`config.mk`:
```
export PLATFORM = sky130hd
export DESIGN_NAME = counter_updown_mod_flat
export DESIGN_NICKNAME = d
export VERILOG_FILES = /design/src/rtl/counter_updown_mod_if.sv /design/src/rtl/counter_updown_mod.sv /design/src/flat_wrapper.sv
export SDC_FILE = /design/constraint.sdc
export NUM_CORES = 1
export LEC_CHECK = 0
export BUFFER_PORTS_ARGS = -buffer_cell sky130_fd_sc_hd__buf_2
export CAP_MARGIN = 20
export CORE_MARGIN = 10
export CORE_UTILIZATION = 58
export DETAILED_ROUTE_END_ITERATION = 10
export MAX_ROUTING_LAYER = met4
export PLACE_DENSITY = 0.85
export SETUP_SLACK_MARGIN = 0.2
export SYNTH_ARGS = -nofsm -noshare
export SYNTH_HDL_FRONTEND = slang
export SYNTH_SLANG_ARGS = --single-unit
```
`constraint.sdc`:
```
create_clock -name clk -period 5.31 [get_ports clk]
set_input_delay 1.3275 -clock clk [delete_from_list [all_inputs] [get_ports clk]]
set_output_delay 1.3275 -clock clk [all_outputs]
set_load 0.05 [all_outputs]
```
`src/rtl/counter_updown_mod_if.sv`:
```
// Control/status bundle for counter_updown_mod.
// master drives clear/load/load_value/enable/up/overflow_clear; slave drives out/carry_out/tc/overflow.
interface counter_updown_mod_if #(
  parameter int unsigned WIDTH = 16
);
  logic             clear;
  logic             load;
  logic [WIDTH-1:0] load_value;
  logic             enable;
  logic             up;
  logic             overflow_clear;
  logic [WIDTH-1:0] out;
  logic             carry_out;
  logic             tc;
  logic             overflow;

  modport master (
    output clear, load, load_value,
    output enable, up, overflow_clear,
    input  out, carry_out, tc, overflow
  );

  modport slave (
    input  clear, load, load_value,
    input  enable, up, overflow_clear,
    output out, carry_out, tc, overflow
  );
endinterface

```
`src/rtl/counter_updown_mod.sv`:
```
// Up/down counter: modulus, wrap/saturate, tc pulse, sticky overflow, cascade carry.
// Ports: clk, reset_n (async low), bus (slave: controls in, out/carry_out/tc/overflow out).
module counter_updown_mod #(
  parameter int unsigned     WIDTH       = 16,
  parameter longint unsigned MODULUS     = 0,
  parameter bit              SATURATE    = 1'b0,
  parameter int unsigned     RESET_VALUE = 0
) (
  input logic                  clk,
  input logic                  reset_n,
  counter_updown_mod_if.slave  bus
);

  localparam logic [WIDTH:0] MAXV =
    {1'b0, {WIDTH{1'b1}}};
  localparam logic [WIDTH:0] TOP =
    (MODULUS == 0) ? MAXV
                   : (WIDTH+1)'(MODULUS - 1);
  localparam logic [WIDTH-1:0] TOP_W = TOP[WIDTH-1:0];
  localparam logic [WIDTH-1:0] RST_W =
    WIDTH'(RESET_VALUE);

  logic [WIDTH-1:0] cnt_q, cnt_d;
  logic             tc_q, tc_d;
  logic             ovf_q, ovf_d;
  logic             at_top, at_zero, bnd;

  // Compare in WIDTH+1 bits so TOP = 2^WIDTH-1 and
  // a programmed modulus share one path.
  assign at_top  = ({1'b0, cnt_q} == TOP);
  assign at_zero = (cnt_q == '0);
  assign bnd     = bus.enable &
                   (bus.up ? at_top : at_zero);

  assign bus.carry_out = bnd & ~bus.clear & ~bus.load;
  assign bus.out       = cnt_q;
  assign bus.tc        = tc_q;
  assign bus.overflow  = ovf_q;

  always_comb begin
    cnt_d = cnt_q;
    tc_d  = 1'b0;
    ovf_d = ovf_q & ~bus.overflow_clear;
    if (bus.clear) begin
      cnt_d = '0;
    end else if (bus.load) begin
      cnt_d = ({1'b0, bus.load_value} > TOP)
              ? TOP_W : bus.load_value;
    end else if (bus.enable) begin
      if (bnd) begin
        // Boundary set beats a same-edge overflow_clear.
        tc_d  = 1'b1;
        ovf_d = 1'b1;
        if (bus.up)
          cnt_d = SATURATE ? TOP_W : '0;
        else
          cnt_d = SATURATE ? '0 : TOP_W;
      end else if (bus.up) begin
        cnt_d = cnt_q + 1'b1;
      end else begin
        cnt_d = cnt_q - 1'b1;
      end
    end
  end

  always_ff @(posedge clk or negedge reset_n) begin
    if (!reset_n) begin
      cnt_q <= RST_W;
      tc_q  <= 1'b0;
      ovf_q <= 1'b0;
    end else begin
      cnt_q <= cnt_d;
      tc_q  <= tc_d;
      ovf_q <= ovf_d;
    end
  end

endmodule

```
`src/flat_wrapper.sv`:
```
// flat-port wrapper written by rule: the top's interface ports become plain ports
module counter_updown_mod_flat 
#(
  parameter int unsigned     WIDTH       = 16,
  parameter longint unsigned MODULUS     = 0,
  parameter bit              SATURATE    = 1'b0,
  parameter int unsigned     RESET_VALUE = 0
)
  (clk, reset_n, bus_clear, bus_load, bus_load_value, bus_enable, bus_up, bus_overflow_clear, bus_out, bus_carry_out, bus_tc, bus_overflow);
  counter_updown_mod_if #(.WIDTH(WIDTH)) bus_i ();
  input logic clk;
  input logic reset_n;
  input wire logic [$bits(bus_i.clear)-1:0] bus_clear;
  input wire logic [$bits(bus_i.load)-1:0] bus_load;
  input wire logic [$bits(bus_i.load_value)-1:0] bus_load_value;
  input wire logic [$bits(bus_i.enable)-1:0] bus_enable;
  input wire logic [$bits(bus_i.up)-1:0] bus_up;
  input wire logic [$bits(bus_i.overflow_clear)-1:0] bus_overflow_clear;
  output wire logic [$bits(bus_i.out)-1:0] bus_out;
  output wire logic [$bits(bus_i.carry_out)-1:0] bus_carry_out;
  output wire logic [$bits(bus_i.tc)-1:0] bus_tc;
  output wire logic [$bits(bus_i.overflow)-1:0] bus_overflow;
  assign bus_i.clear = bus_clear;
  assign bus_i.load = bus_load;
  assign bus_i.load_value = bus_load_value;
  assign bus_i.enable = bus_enable;
  assign bus_i.up = bus_up;
  assign bus_i.overflow_clear = bus_overflow_clear;
  assign bus_out = bus_i.out;
  assign bus_carry_out = bus_i.carry_out;
  assign bus_tc = bus_i.tc;
  assign bus_overflow = bus_i.overflow;
  counter_updown_mod #(.WIDTH(WIDTH), .MODULUS(MODULUS), .SATURATE(SATURATE), .RESET_VALUE(RESET_VALUE)) u_core (.clk(clk), .reset_n(reset_n), .bus(bus_i));
endmodule
```
==> summary.md <==
After synthesis, the mean cell area works out to 8.236 sq um. Among all flip-flop cells after synthesis, the most frequent one is sky130_fd_sc_hd__dfrtp_1. The number of hold buffers added after CTS was 0. Worst relative slew slack: 0.4495. Input and output buffers added on the ports amount to 41. The number of cells on the worst reg-to-reg path is 7.

Setup repair after global routing left no endpoint under its margin. The tools report the clock latency of the later-clocked register in the worst-skew pair as 300 ps. The number of antenna diodes in the final layout is 0. Derived from the worst setup path, the maximum achievable clock frequency is 248.1 MHz. Power comes to 0.0004856 W.

The number of instances on the worst hold path was 1. The final weighted congestion in routability-driven placement is 0.9533. For the fraction of power consumed by combinational cells, the log shows 0.475. The netlist area before placement was 0.001754 sq mm; the switching power was 0.0002128 W.

After the first detailed-routing iteration, the DRC count stood at 189. The largest single stage delay on the critical path is 260 ps. Adding up every negative setup slack in the final design gives 0 ps.

In this design, the critical path's most frequently occurring cell is sky130_fd_sc_hd__buf_2. In the layout the commonest cells are 41 x sky130_fd_sc_hd__buf_2, 22 x sky130_fd_sc_hd__a21oi_1, 18 x sky130_fd_sc_hd__nor2_1, 18 x sky130_fd_sc_hd__dfrtp_1, 17 x sky130_fd_sc_hd__o21ai_0. After detailed routing, the total wire length is 5.044 mm. The tools report the critical path launch point type as a primary input.

The number of gates resized after CTS was 0. At the worst endpoint, the arrival time is 2700 ps. Vias per cell: 6.521.

The starting density of the core came out at 0.6201. The number of register bits inferred by synthesis was 18. Synthesis produced a netlist with a net count of 251.

The final worst clock skew was 5.717 ps. The path class of the tightest hold or removal check is flop to flop. The run gives 0.001971 sq mm as the placed cell area. The run gives 0 as the total of endpoints with negative setup slack in the final report. The number of synthesized flops with an enable pin was 0; the data required time of the worst path was 3980 ps. The ratio of cells with drive above 1 in the final layout is 0.2191. The first TritonRoute pass finished after 5 iterations.

The finished cells cover 0.002007 sq mm. The total congestion overflow came out at 0. The number of DRC violations after detailed routing was 0.

The portion of total power attributed to the clock network was 0.180; the wire length of the first global-routing pass was 8.052 mm. Entering global routing, the biggest net connects 31 pins. For the part of the power in registers, the log shows 0.345. The logs give 1730 for the via count of the first global-routing pass and 0 for the count of max-cap constraint violations. The final layout contains 290 nets.

The switching part of the total was 0.4383; the sequential area share after synthesis was 0.2568. Pin placement for this block handled 42 I/O pins. The number of nets still failing antenna checks after routing is 0, and the number of cells on the critical path is 7. The count of distinct cell types in the synthesized netlist was 55. Detailed routing inserted a total of 1839 vias.

The die covers 0.005624 sq mm. The share of the clock period used by the worst path is 0.7590, and the CTS sink count is 18. Total global routing track utilization: 0.1847. The signal on the critical path passes through buf_2 > nand4_1 > nor2_1 > and3_1 > or2_2 > and2_1 > buf_2.

The final-report max-slew violation count was 0. Clock-pin slew was measured on the worst setup and hold paths at 100 ps. In this run the power density over the cells is 241.9 mW/mm^2.

In this run the worst path has a maximum fanout of 12. The area growth from synthesis to layout is 14.41%. For the cell internal power dissipation, the log shows 0.0002727 W. Leakage power: 0.9619 nW.

Clock tree synthesis selected as its root buffer the cell sky130_fd_sc_hd__clkbuf_4. Post-CTS timing repair inserted 0 buffers for setup. The yosys synthesis warning count was 0. The total half-perimeter wirelength after legalization and detailed placement came out at 3.899 mm. The library cell used most frequently in the layout, excluding fill and tap cells, is sky130_fd_sc_hd__buf_2. In this run, CTS created clock tree buffers numbering 3.

TritonCTS built the clock tree. The kind of cell with the highest combined delay along the critical path is simple AND/OR/NAND/NOR gates. Together, buffers and inverters on the worst path number 2.

The run gives 213 as the gate count after technology mapping. The share of synthesized registers carrying an async set or reset is 1.000. The capturing element type of the critical path was an output pin. Measured along the x axis, the die boundary spans 75.00 um. The category of the most critical setup path is primary input to output pin. The deepest level of the CTS H-tree came out at 1. At the pin with the least slew margin, the transition time is 819.4 ps. After floorplanning, the core was divided into 19 placement rows. The initial antenna violation count was 0; the y dimension of the die was 75.00 um. Deepest clock path buffer count: 2.

For the core outline area, the log shows 0.002829 sq mm. The run finished with clean final reports. The tools report the number of endpoints with negative hold slack in the final report as 0. The worst supply voltage drop on vdd is 96.56 uV, and the routed wirelength normalized by instance count is 17.89 um. The slowest stage of the critical path is the sky130_fd_sc_hd__and3_1 cell.

Clock period minus worst slack: 4030 ps.
## cell families (layout without fill, tap and decap cells)
logic type | Yosys count | after routing | synth area share
AO/OA/AOI/OAI | 83 | 83 | 0.3352
XOR/XNOR | 11 | 11 | 0.05493
adder cells (fa/ha/maj) | 15 | 15 | 0.1113
buffers and inverters | 23 | 61 | 0.05206
flip-flops | 18 | 18 | 0.2568
multiplexers | 1 | 1 | 0.005706
AND/OR/NAND/NOR | 62 | 62 | 0.1840
## flip-flops by register name (all words and copies together) (netlist names)
| name | cells |
|---|---|
| u_core.bus.tc | 1 |
| u_core.bus.overflow | 1 |
| u_core.bus.out | 16 |
## cell usage after synthesis, drive strengths merged (2+ instances only)
| cell | instances | area, sq um |
|---|---|---|
| a211oi | 3 | 27.52 |
| a21o | 5 | 38.79 |
| a21oi | 23 | 126.4 |
| a221oi | 7 | 61.31 |
| a31oi | 2 | 27.53 |
| and2 | 3 | 18.77 |
| buf | 3 | 16.26 |
| clkbuf | 5 | 18.77 |
| dfrtp | 18 | 450.4 |
| ha | 14 | 175.2 |
| inv | 15 | 56.30 |
| nand2 | 9 | 33.78 |
| nand3 | 5 | 25.02 |
| nand4 | 5 | 31.28 |
| nor2 | 18 | 67.56 |
| nor3 | 6 | 30.03 |
| nor3b | 2 | 15.01 |
| nor4 | 3 | 18.77 |
| o211ai | 5 | 42.54 |
| o21a | 4 | 30.03 |
| o21ai | 17 | 85.08 |
| o21bai | 2 | 15.01 |
| o31ai | 3 | 22.52 |
| o32ai | 2 | 17.52 |
| or2 | 2 | 12.51 |
| or4b | 2 | 20.02 |
| xnor2 | 8 | 70.07 |
| xor2 | 3 | 26.28 |
## final timing paths
check                                              startpoint                        endpoint  slack, ps
worst min-delay path            u_core.bus.overflow$_DFF_PN0_   u_core.bus.overflow$_DFF_PN0_        510
worst max register to register  u_core.bus.out[0]$_DFFE_PN0P_  u_core.bus.out[14]$_DFFE_PN0P_       2640
max in group asynchronous                             reset_n  u_core.bus.out[11]$_DFFE_PN0P_       4070
min in group asynchronous                             reset_n   u_core.bus.out[3]$_DFFE_PN0P_        940
worst max-delay path                               bus_enable                   bus_carry_out       1280
worst min register to register  u_core.bus.overflow$_DFF_PN0_   u_core.bus.overflow$_DFF_PN0_        510
## worst register-to-register path, cell delays in order (launching register included)
cell                        delay, ps
sky130_fd_sc_hd__dfrtp_1          500
sky130_fd_sc_hd__fa_1             510
sky130_fd_sc_hd__a211oi_1         380
sky130_fd_sc_hd__o211ai_1         260
sky130_fd_sc_hd__a2111oi_2        360
sky130_fd_sc_hd__o21ai_0          150
sky130_fd_sc_hd__a21boi_0         280
sky130_fd_sc_hd__o21a_1           180
## power groups by stage
stage	logic [W]	registers (W)	clock network [W]
floorplan	0.000134	0.000206	0
global placement	0.000223	0.000169	0
detailed placement	0.000228	0.000169	0
CTS	0.000229	0.000167	0.0000865
global route	0.000252	0.000169	0.0000914
finish	0.000231	0.000167	0.0000874
## per-layer routing
metal  share of wire  track usage  vias to the layer above
met5               0            -                        -
met4          0.0069      0.04412                        0
met3            0.10      0.03679                        4
met2            0.45       0.2895                      107
met1            0.44       0.2381                      834
li1                -            -                      894
## layout make-up
type                    instances  area [sq um]
inverters                      15         56.30
repair buffers                 42         212.7
multi-input cells             172          1212
clock buffers                   4         36.28
well taps                      31         38.79
flip-flops and latches         18         450.4
fillers                       237         822.0
## metrics by stage
| step | setup WS [ps] | hold slack (ps) | cells | utilization |
|---|---|---|---|---|
| 2_1_floorplan | 1431 | 790.8 | 213 | - |
| 3_3_place_gp | 1328 | 483.1 | 278 | 0.6966 |
| 3_5_place_dp | 1303 | 491.9 | 278 | 0.6966 |
| 4_1_cts | 1298 | 515.2 | 282 | 0.7094 |
| 5_1_grt | 1146 | 546.0 | 282 | 0.7094 |
| 6_report | 1280 | 512.7 | 282 | 0.7094 |
Power figures use the tool's default switching activity.
